File: src/rtl/torus_client_port.sv
// PE-side endpoint for one torus_switch_bp node: an injection FIFO feeding the switch's local
// port and an ejection FIFO draining its output. Define TORUS_CLIENT_STATS_EN to build tx/rx/stall counters.
module torus_client_port #(
  parameter int X_W   = 2,
  parameter int Y_W   = 2,
  parameter int D_W   = 32,
  parameter int X     = 0,
  parameter int Y     = 0,
  parameter int DEPTH = 4
) (
  input  logic           clk,
  input  logic           rst,
  input  logic           src_v,
  input  logic [X_W-1:0] src_x,
  input  logic [Y_W-1:0] src_y,
  input  logic [D_W-1:0] src_data,
  output logic           src_rdy,
  output logic           i_v,
  output logic [X_W-1:0] i_x,
  output logic [Y_W-1:0] i_y,
  output logic [D_W-1:0] i_data,
  input  logic           i_ack,
  input  logic           o_v,
  input  logic [X_W-1:0] s_out_x,
  input  logic [Y_W-1:0] s_out_y,
  input  logic [D_W-1:0] s_out_data,
  output logic           ej_v,
  output logic [D_W-1:0] ej_data,
  input  logic           ej_rdy,
  output logic           ej_ovf,
  output logic           misroute,
  output logic [15:0]    tx_cnt,
  output logic [15:0]    rx_cnt,
  output logic [15:0]    stall_cnt,
  output logic           idle
);
  localparam int AW = $clog2(DEPTH);
  localparam logic [AW:0]    FULL  = (AW+1)'(DEPTH);
  localparam logic [AW:0]    C_ONE = (AW+1)'(1);
  localparam logic [AW-1:0]  P_ONE = AW'(1);
  localparam logic [X_W-1:0] MY_X  = X_W'(X);
  localparam logic [Y_W-1:0] MY_Y  = Y_W'(Y);

  typedef struct packed {
    logic [X_W-1:0] x;
    logic [Y_W-1:0] y;
    logic [D_W-1:0] data;
  } pkt_t;

  // injection side
  pkt_t          inj_mem [DEPTH];
  pkt_t          inj_head;
  logic [AW-1:0] inj_wp, inj_rp;
  logic [AW:0]   inj_cnt;
  logic          inj_push, inj_pop;

  assign src_rdy  = inj_cnt != FULL;
  assign inj_push = src_v && src_rdy;
  assign i_v      = inj_cnt != '0;
  assign inj_pop  = i_v && i_ack;
  assign inj_head = inj_mem[inj_rp];
  assign i_x      = inj_head.x;
  assign i_y      = inj_head.y;
  assign i_data   = inj_head.data;

  always_ff @(posedge clk)
    if (inj_push) inj_mem[inj_wp] <= {src_x, src_y, src_data};

  always_ff @(posedge clk) begin
    if (rst) begin
      inj_wp  <= '0;
      inj_rp  <= '0;
      inj_cnt <= '0;
    end else begin
      if (inj_push) inj_wp <= inj_wp + P_ONE;
      if (inj_pop)  inj_rp <= inj_rp + P_ONE;
      case ({inj_push, inj_pop})
        2'b10:   inj_cnt <= inj_cnt + C_ONE;
        2'b01:   inj_cnt <= inj_cnt - C_ONE;
        default: ;
      endcase
    end
  end

  // ejection side: a pop in the same cycle frees the slot a full FIFO needs
  logic [D_W-1:0] ej_mem [DEPTH];
  logic [AW-1:0]  ej_wp, ej_rp;
  logic [AW:0]    ej_cnt;
  logic           ej_push, ej_pop;

  assign ej_v    = ej_cnt != '0;
  assign ej_pop  = ej_v && ej_rdy;
  assign ej_push = o_v && ((ej_cnt != FULL) || ej_pop);
  assign ej_data = ej_mem[ej_rp];

  always_ff @(posedge clk)
    if (ej_push) ej_mem[ej_wp] <= s_out_data;

  always_ff @(posedge clk) begin
    if (rst) begin
      ej_wp    <= '0;
      ej_rp    <= '0;
      ej_cnt   <= '0;
      ej_ovf   <= 1'b0;
      misroute <= 1'b0;
    end else begin
      if (ej_push) ej_wp <= ej_wp + P_ONE;
      if (ej_pop)  ej_rp <= ej_rp + P_ONE;
      case ({ej_push, ej_pop})
        2'b10:   ej_cnt <= ej_cnt + C_ONE;
        2'b01:   ej_cnt <= ej_cnt - C_ONE;
        default: ;
      endcase
      if (o_v && !ej_push) ej_ovf <= 1'b1;
      if (o_v && (s_out_x != MY_X || s_out_y != MY_Y)) misroute <= 1'b1;
    end
  end

`ifdef TORUS_CLIENT_STATS_EN
  always_ff @(posedge clk) begin
    if (rst) begin
      tx_cnt    <= '0;
      rx_cnt    <= '0;
      stall_cnt <= '0;
    end else begin
      if (inj_pop)         tx_cnt    <= tx_cnt + 16'd1;
      if (ej_push)         rx_cnt    <= rx_cnt + 16'd1;
      if (i_v && !i_ack)   stall_cnt <= stall_cnt + 16'd1;
    end
  end
`else
  assign tx_cnt    = '0;
  assign rx_cnt    = '0;
  assign stall_cnt = '0;
`endif

  assign idle = !i_v && !ej_v && !src_v;
endmodule

File: config.mk
export PLATFORM = sky130hd
export DESIGN_NAME = torus_client_port
export DESIGN_NICKNAME = d
export VERILOG_FILES = /design/src/rtl/torus_client_port.sv
export SDC_FILE = /design/constraint.sdc
export NUM_CORES = 1
export LEC_CHECK = 0
export CAP_MARGIN = 20
export CORE_MARGIN = 10
export CORE_UTILIZATION = 35
export CTS_BUF_LIST = sky130_fd_sc_hd__clkbuf_4 sky130_fd_sc_hd__clkbuf_8
export DETAILED_ROUTE_END_ITERATION = 10
export HOLD_SLACK_MARGIN = 0.12
export REMOVE_ABC_BUFFERS = 1
export SLEW_MARGIN = 20
export SYNTH_ARGS = -nofsm -noshare
export SYNTH_HDL_FRONTEND = slang
export SYNTH_SLANG_ARGS = --single-unit
File: constraint.sdc
create_clock -name clk -period 1.97 [get_ports clk]
set_input_delay 0.197 -clock clk [delete_from_list [all_inputs] [get_ports clk]]
set_output_delay 0.197 -clock clk [all_outputs]
set_load 0.02 [all_outputs]
* Yosys cells after proc, flatten, opt, wreduce, memory -nomap -nowiden
Memory sizes are Yosys's and may differ from the RTL's. A register that Yosys moved wholly into a read port is not among the register bits. Index checks and enable logic that the tools add are counted.
Cells by class: $add $sub $neg 8, multiply operators 0, div/mod/pow operators 0, magnitude comparators 0, eq/ne operators 6, shifts and indexed selects 0, muxes and demuxes 10, bitwise logic cells 0, reduce and logical (&&, ||, !) cells 20
Operators with widths (number):
- case mux 3 bit (2 select lines) | 2
- adder 2 x 1 -> 2 bit, second input constant | 4
- logical AND 1 bit | 8
- two-way mux 2 bit | 4
- nonzero test 2 bit | 4
- adder 3 x 1 -> 3 bit, second input constant | 2
- inequality test 3 bit, second input constant | 2
- nonzero test 3 bit | 2
- subtractor 3 x 1 -> 3 bit, second input constant | 2
- equality test 2 x 1 -> 1 bit, second input constant | 2
- equality test 2 bit, second input constant | 2
- zero test 1 bit | 4
- two-way mux 1 bit | 4
- logical OR 1 bit | 2
Word-level totals: register bits 16, latch bits 0, bits in writable memories 272, ROM bits 0, bits of input ports 78, output and inout port bits 122, word-level logic and storage cells 54, memories 2
Memories:
- inj_mem | depth 4, width 36, read ports 1, clocked after Yosys merged registers in 1, wr ports 1, line 51 | pkt_t inj_mem [DEPTH];
- ej_mem | depth 4, width 32, read ports 1, clocked after Yosys merged registers in 1, wr ports 1, line 86 | logic [D_W-1:0] ej_mem [DEPTH];

* Longest topological paths before layout
Gate-level depths: netlist of the first run.
word-level depth 6, gate-level depth with buffers 8, mapped depth without buffers 7

* Least setup slack after synthesis of the first run
Ideal clock, no wire load.
path kind flip-flop to flip-flop, start point reg inj_cnt[0], end point reg inj_cnt[2], library setup time 0.071 ns, arrival 2.011 ns, required time 1.899 ns, path slack -0.112 ns, cell stages (with the launch flop) 9, path buffers 1, period minus slack after synthesis 2.082 ns, path through dfxtp_1 -> or3b_1 -> buf_6 -> nand2_1 -> ha_1 -> fa_1 -> xnor2_1 -> or3_2 -> a21oi_1
Between the ends: longest elaborated chain between the ends 4, elaborated cells between the ends (all ways) 10, those cells by class add/sub (2); eq/ne (3); mux (1); reduce/logical (4)
Ends and longest elaborated chain:
- start: declaration | line 54 | logic [AW:0] inj_cnt;
- start signal: assignment | line 78 | 2'b10: inj_cnt <= inj_cnt + C_ONE;
- start signal: assignment | line 79 | 2'b01: inj_cnt <= inj_cnt - C_ONE;
- inequality test 3 bit * | line 57 | assign src_rdy = inj_cnt != FULL;
- via src_rdy | line 17 | output logic src_rdy,
- logical AND 1 bit * | line 58 | assign inj_push = src_v && src_rdy;
- equality test 2 x 1 -> 1 bit / equality test 2 bit (equally long branches) | line 77 | case ({inj_push, inj_pop})
- case mux 3 bit (2 select lines) / nonzero test 2 bit (equally long branches)
The timed path passes the listed nets; every way through them passes the cells marked *. A chain may end at the register's enable or synchronous reset.

==> results.json, run 1 <==
{
  "clock_path_buffers": 3,
  "ys_async_sr_fraction_pct": 0,
  "hp-class": "input port to register",
  "rows": 65,
  "critical_path_required_ns": 1.77,
  "finalNonFillerCells": 1180,
  "antenna_found_initial": 2,
  "synthCells": 526,
  "status": "complete, but fails checks",
  "nFillCells": 2628,
  "placed_cells": 1086,
  "routed_wl_um": 24200,
  "cts_made_buffers": 48,
  "end_kind": "output pin",
  "crit_arrival_ns": 1.92,
  "internal-power_mw": 12.45,
  "switchingPower_mw": 4.613,
  "worst_pin_slew_ns": 0.5382,
  "ctsHtreeMaxLevel": 2,
  "final_core_util_pct": 46.41,
  "fp.dieH_um": 199.4,
  "slew_headroom_pct": 63.62,
  "design_area_mm2": 0.01468,
  "ys.flop_type": "edfxtp_1",
  "vdd_drop_max_uv": 625.3,
  "syn_area_per_cell_um2": 21.42,
  "portBuffers": 151,
  "grt_max_degree": 37,
  "vias": 5630,
  "power_mw": 17.06,
  "setup_viol": 60,
  "leakagePower_nw": 5.001,
  "period_needed_ns": 2.116,
  "dieArea_mm2": 0.03976,
  "num_io_pins": 200,
  "fin_skew_ns": 0.01546,
  "sw_frac_of_total_pct": 27.04,
  "startpoint_type": "register",
  "grt_first_pass_wirelength_um": 36160,
  "pwr-share-seq_pct": 43.5,
  "clk_latency_ns": 0.55,
  "ant_nets": 0,
  "path_clk_slew_ns": 0.06,
  "cp_max_fo": 6,
  "root_buffer": "clkbuf_8",
  "yosysTopAreaCellShare_pct": 72.51,
  "fmax_mhz": 472.6,
  "place_area_mm2": 0.01342,
  "setup_ws_ns": -0.1460,
  "routedWlPerCell_um": 20.51,
  "die_w_um": 199.4,
  "synth_cell_types": 43,
  "synthToLayoutAreaGrowth_pct": 30.35,
  "pwr_density_cell_mw_per_mm2": 1162,
  "drive_above_1_share_pct": 36.16,
  "grt_overflow": 0,
  "place_ws_ns": -0.1768,
  "cts_tree": "yes",
  "mostFrequentLayoutCell": "edfxtp_1",
  "dp_hpwl_um": 15920,
  "synth_edf_count": 272,
  "cap_violations": 0,
  "final_cell_mix": "edfxtp_1, clkdlybuf4s50_1, buf_6",
  "grt_pass1_vias": 6294,
  "rsz0062_at_grt": "true",
  "synth_top_area_cell": "edfxtp_1",
  "synth_area_leaders": "edfxtp_1, mux4_2, buf_4",
  "dr.first_iter.drc_count": 182,
  "worstSetupPathType": "register to output pin",
  "p_comb_share_pct": 27.2,
  "ys_ff_latch": 292,
  "violations": "negative setup slack",
  "gp_congestion": 0.7297,
  "drc": 0,
  "p_clk_share_pct": 29.4,
  "synth-seq-area-share_pct": 76.06,
  "synth_warnings": 0,
  "grt_use_total_pct": 11.82,
  "clock_sinks": 292,
  "syn-cell-area_mm2": 0.01126,
  "drt_first_pass_iters": 4,
  "finalNetCount": 835,
  "rrSetupSlack_ns": 0.07,
  "hold_violations": 0,
  "via_per_inst": 4.771,
  "slew_violations": 0,
  "core_area_mm2": 0.03164,
  "fin_crit_sh_pct": 107.4,
  "initial_utilization_pct": 35.61
}
metal layers:
| metal | share of wire (%) | global-route usage (%) | vias up |
|---|---|---|---|
| met2 | 49 | 19.66 | 234 |
| met4 | 1.9 | 3.589 | 2 |
| met5 | 0.054 | 0 | - |
| li1 | - | - | 2486 |
| met1 | 40 | 14.13 | 2864 |
| met3 | 9.2 | 4.188 | 44 |
registers in the layout, indices dropped and copies added, names as in the netlist, named ones only:
| register | flops |
|---|---|
| inj_mem | 144 |
| ej_mem | 128 |
| ej_cnt | 3 |
| inj_cnt | 3 |
| ej_rp | 2 |
| ej_wp | 2 |
| inj_rp | 2 |
| inj_wp | 2 |
| ej_ovf | 1 |
| misroute | 1 |
path summary, 6_finish.rpt:
check                 start            end  cells past startpoint
min          s_out_data[23]  ej_mem[0][23]                      1
max reg2reg      inj_cnt[2]     inj_cnt[2]                      6
max                register      i_data[4]                      4
min reg2reg          ej_ovf         ej_ovf                      2
stage by stage:
step	hold WS, ns	setup TNS (ns)
2_1_floorplan	0.2594	-33.19
3_3_place_gp	0.4552	-0.1612
3_5_place_dp	0.4576	-0.1768
4_1_cts	0.2310	-8.393
5_1_grt	0.2481	-9.608
6_report	0.2844	-4.963
critical path, stage by stage, from the launching register on:
cell     delay, ns
dfxtp_4       0.41
buf_12        0.14
buf_16        0.13
mux4_2        0.54
buf_6         0.16
logic make-up (layout without fill, tap and decap cells):
family                     after synthesis  after routing  share of synthesized area (%)
other                                    1             49                        0.03329
DFF                                    292            292                          76.06
xor gates and xnor gates                 8              8                         0.6220
buffers and inverters                   81            285                          4.754
adders and majority gates               11             11                          1.355
muxes                                   69             69                          13.68
and+or+nand+nor                         41             41                          2.077
AOI/OAI and AO/OA                       23             23                          1.411
layout make-up:
cell class | count | area, µm² | share of cell area, %
diodes | 1 | 2.502 | 0.01704
multi-input cells | 200 | 2394 | 16.30
clock buffers | 58 | 742.0 | 5.053
repair buffers | 196 | 2266 | 15.43
flip-flops and latches | 292 | 8581 | 58.44
well taps | 402 | 503.0 | 3.426
inverters | 8 | 30.03 | 0.2045
clock inverters | 23 | 165.2 | 1.125
power groups by stage:
stage	sequential, mW	clock [mW]	combinational, mW
finish	7.42	5.01	4.64
global route	7.44	5.49	4.92
CTS	7.41	5.20	4.65
detailed placement	7.53	0	4.12
global placement	7.49	0	4.08
floorplan	7.72	0	1.95
Yosys cell counts (2+ instances only):
library cell and number:
a21o_1 2, a21oi_1 6, and3_1 4, and3_2 4, buf_1 4, buf_2 7
buf_4 55, buf_6 2, clkbuf_1 4, dfxtp_1 20, edfxtp_1 272, fa_1 2
ha_1 9, inv_1 8, mux4_2 68, nand3_1 7, nor2_1 13, o2111ai_1 2
o21ai_0 3, o311ai_0 2, o31ai_1 2, or3_1 2, or3_2 2, xnor2_1 2
xor2_1 6
what timing repair did:
item / 4_1_cts / 5_1_grt
setup endpoints to repair: 73 / 71
hold buffers: 0 / 0
gates resized for setup: 424 / 14
buffers inserted: 6 / 2
pin swaps: 1 / 6
gates cloned: 5 / 0
Note: power is estimated with default switching activity, not from simulation.
==> inputs of run 2 (changes only) <==
--- a/config.mk
+++ b/config.mk
@@ -6,12 +6,11 @@
 export NUM_CORES = 1
 export LEC_CHECK = 0
 export CAP_MARGIN = 20
-export CORE_MARGIN = 10
+export CORE_MARGIN = 2
 export CORE_UTILIZATION = 35
 export CTS_BUF_LIST = sky130_fd_sc_hd__clkbuf_4 sky130_fd_sc_hd__clkbuf_8
 export DETAILED_ROUTE_END_ITERATION = 10
 export HOLD_SLACK_MARGIN = 0.12
-export REMOVE_ABC_BUFFERS = 1
 export SLEW_MARGIN = 20
 export SYNTH_ARGS = -nofsm -noshare
 export SYNTH_HDL_FRONTEND = slang
==> results.json, run 2 (synthesis results as in run 1) <==
{
  "crit_arrival_ns": 1.89,
  "dp_hpwl_um": 13970,
  "violations": "negative setup slack",
  "tns_ns": -3.741,
  "rows": 65,
  "critical_path_required_ns": 1.77,
  "initial_utilization_pct": 35.61,
  "met1_usage_pct": 14.90,
  "num_io_pins": 200,
  "drt_first_pass_iters": 4,
  "mostFrequentLayoutCell": "edfxtp_1",
  "grt_overflow": 0,
  "dr.first_iter.drc_count": 276,
  "gp_congestion": 0.6805,
  "vias": 5658,
  "portBuffers": 151,
  "clock_sinks": 292,
  "startpoint_type": "register",
  "ctsHtreeMaxLevel": 2,
  "fmax_mhz": 478.0,
  "vdd_drop_max_uv": 711.2,
  "fin_skew_ns": 0.03333,
  "largest_register": "inj_mem",
  "placed_cells": 1087,
  "clock_path_buffers": 3,
  "finalNetCount": 855,
  "drive_above_1_share_pct": 38.40,
  "hold_depth": 1,
  "period_needed_ns": 2.092,
  "routed_wl_um": 22220,
  "slew_violations": 0,
  "finalNonFillerCells": 1204,
  "holdBufCountCts": 0,
  "nFillCells": 2657,
  "min_from": "src_data[11]",
  "rr_startpoint": "inj_cnt[0]",
  "via_per_inst": 4.699,
  "r2r-end": "inj_cnt[2]",
  "dieArea_mm2": 0.03364,
  "cts_tree": "yes",
  "status": "complete, but fails checks",
  "use_met2_pct": 23.03,
  "worst_pin_slew_ns": 0.5819,
  "slew_headroom_pct": 60.66,
  "final_core_util_pct": 46.51,
  "path_clk_slew_ns": 0.07,
  "rr_worst_depth": 8,
  "top_usage_layer": "met2",
  "ant_nets": 0,
  "setup_viol": 66,
  "hold_path_end": "inj_mem[1][11]",
  "cts_made_buffers": 48,
  "worstSetupPathType": "register to output pin",
  "grt_pass1_vias": 6166,
  "grt_util_met3_pct": 5.302,
  "largest_reg_flops": 144,
  "cap_violations": 0,
  "leakagePower_nw": 5.071,
  "hold_violations": 0,
  "clk_latency_ns": 0.56,
  "grt_first_pass_wirelength_um": 34180,
  "end_kind": "output pin",
  "multi_input_area_mm2": 0.002410,
  "area.sequential_mm2": 0.008586,
  "grt_use_total_pct": 13.21,
  "antenna_found_initial": 0,
  "grt_max_degree": 37,
  "final_cell_mix": "edfxtp_1, clkdlybuf4s50_1, mux4_2",
  "die_w_um": 183.4,
  "routedWlPerCell_um": 18.45,
  "core_area_mm2": 0.03164,
  "fin_crit_sh_pct": 106.2,
  "root_buffer": "clkbuf_8",
  "synthToLayoutAreaGrowth_pct": 30.63,
  "setup_ws_ns": -0.1219,
  "top_regs": "inj_mem (144), ej_mem (128)",
  "rsz0062_at_grt": "true",
  "n_antenna_cell": 0,
  "rrSetupSlack_ns": 0.05,
  "fp.dieH_um": 183.4,
  "drc": 0,
  "hp-class": "input port to register",
  "cp_max_fo": 7,
  "pwr_density_cell_mw_per_mm2": 1164
}
-- run 2: cell count changes in the layout (fill, tap and decap cells not counted), sizes merged --
cell | previous run | this run
bufinv | 2 | 3
diode | 1 | 0
inv | 10 | 9
clkinv | 18 | 17
clkdlybuf4s15 | 1 | 0
clkinvlp | 1 | 2
buf | 115 | 135
clkbuf | 58 | 64
-- run 2: layout make-up --
class | count | area share, %
flip-flops and latches | 292 | 58.35
multi-input cells | 200 | 16.38
repair buffers | 216 | 15.05
clock buffers | 63 | 5.340
well taps | 402 | 3.418
clock inverters | 23 | 1.267
inverters | 8 | 0.2041
-- run 2: stage by stage --
| step | area [µm²] | hold WS (ns) | total power [mW] | worst slack (ns) |
|---|---|---|---|---|
| floorplan | 11470 | 0.2959 | 9.878 | 0.002829 |
| global placement | 13450 | 0.4761 | 11.54 | -0.09687 |
| detailed placement | 13450 | 0.4730 | 11.62 | -0.1794 |
| CTS | 14510 | 0.2374 | 17.05 | -0.2034 |
| global route | 14720 | 0.2558 | 17.93 | -0.1950 |
| finish | 14720 | 0.2703 | 17.13 | -0.1219 |
-- run 2: worst max-delay path by stage --
stage,from,end,slack [ns],depth (start not counted)
after floorplan,inj_cnt[0],inj_cnt[2],0.003,6
after global placement,i_ack,inj_cnt[2],-0.1,7
after detailed placement,src_v,inj_cnt[2],-0.18,7
after CTS,register,i_data[30],-0.20,3
after global routing,register,i_data[16],-0.19,4
final,register,ej_data[12],-0.12,4
-- run 2: per-layer routing --
layer	up-vias	routed length [µm]
li1	2537	-
met1	2893	8524
met2	190	11290
met3	38	2006
met4	0	397
met5	-	0
-- run 2: power breakdown --
| group | total (mW) | leakage, nW | internal, mW | switching [mW] |
|---|---|---|---|---|
| clock network | 5.27 | 0.510 | 3.00 | 2.27 |
| logic | 4.43 | 1.90 | 2.32 | 2.11 |
| registers | 7.42 | 2.66 | 7.26 | 0.163 |
-- run 2: critical path, stage by stage (launching register included) --
cell	delay, ns
dfxtp_4	0.41
buf_12	0.15
buf_12	0.11
mux4_2	0.52
buf_6	0.15
-- run 2: timing repair --
item,CTS,global route
pin swaps,7,2
endpoints found under the setup margin,73,71
buffers inserted,15,17
gates cloned,1,0
resized for setup,363,41
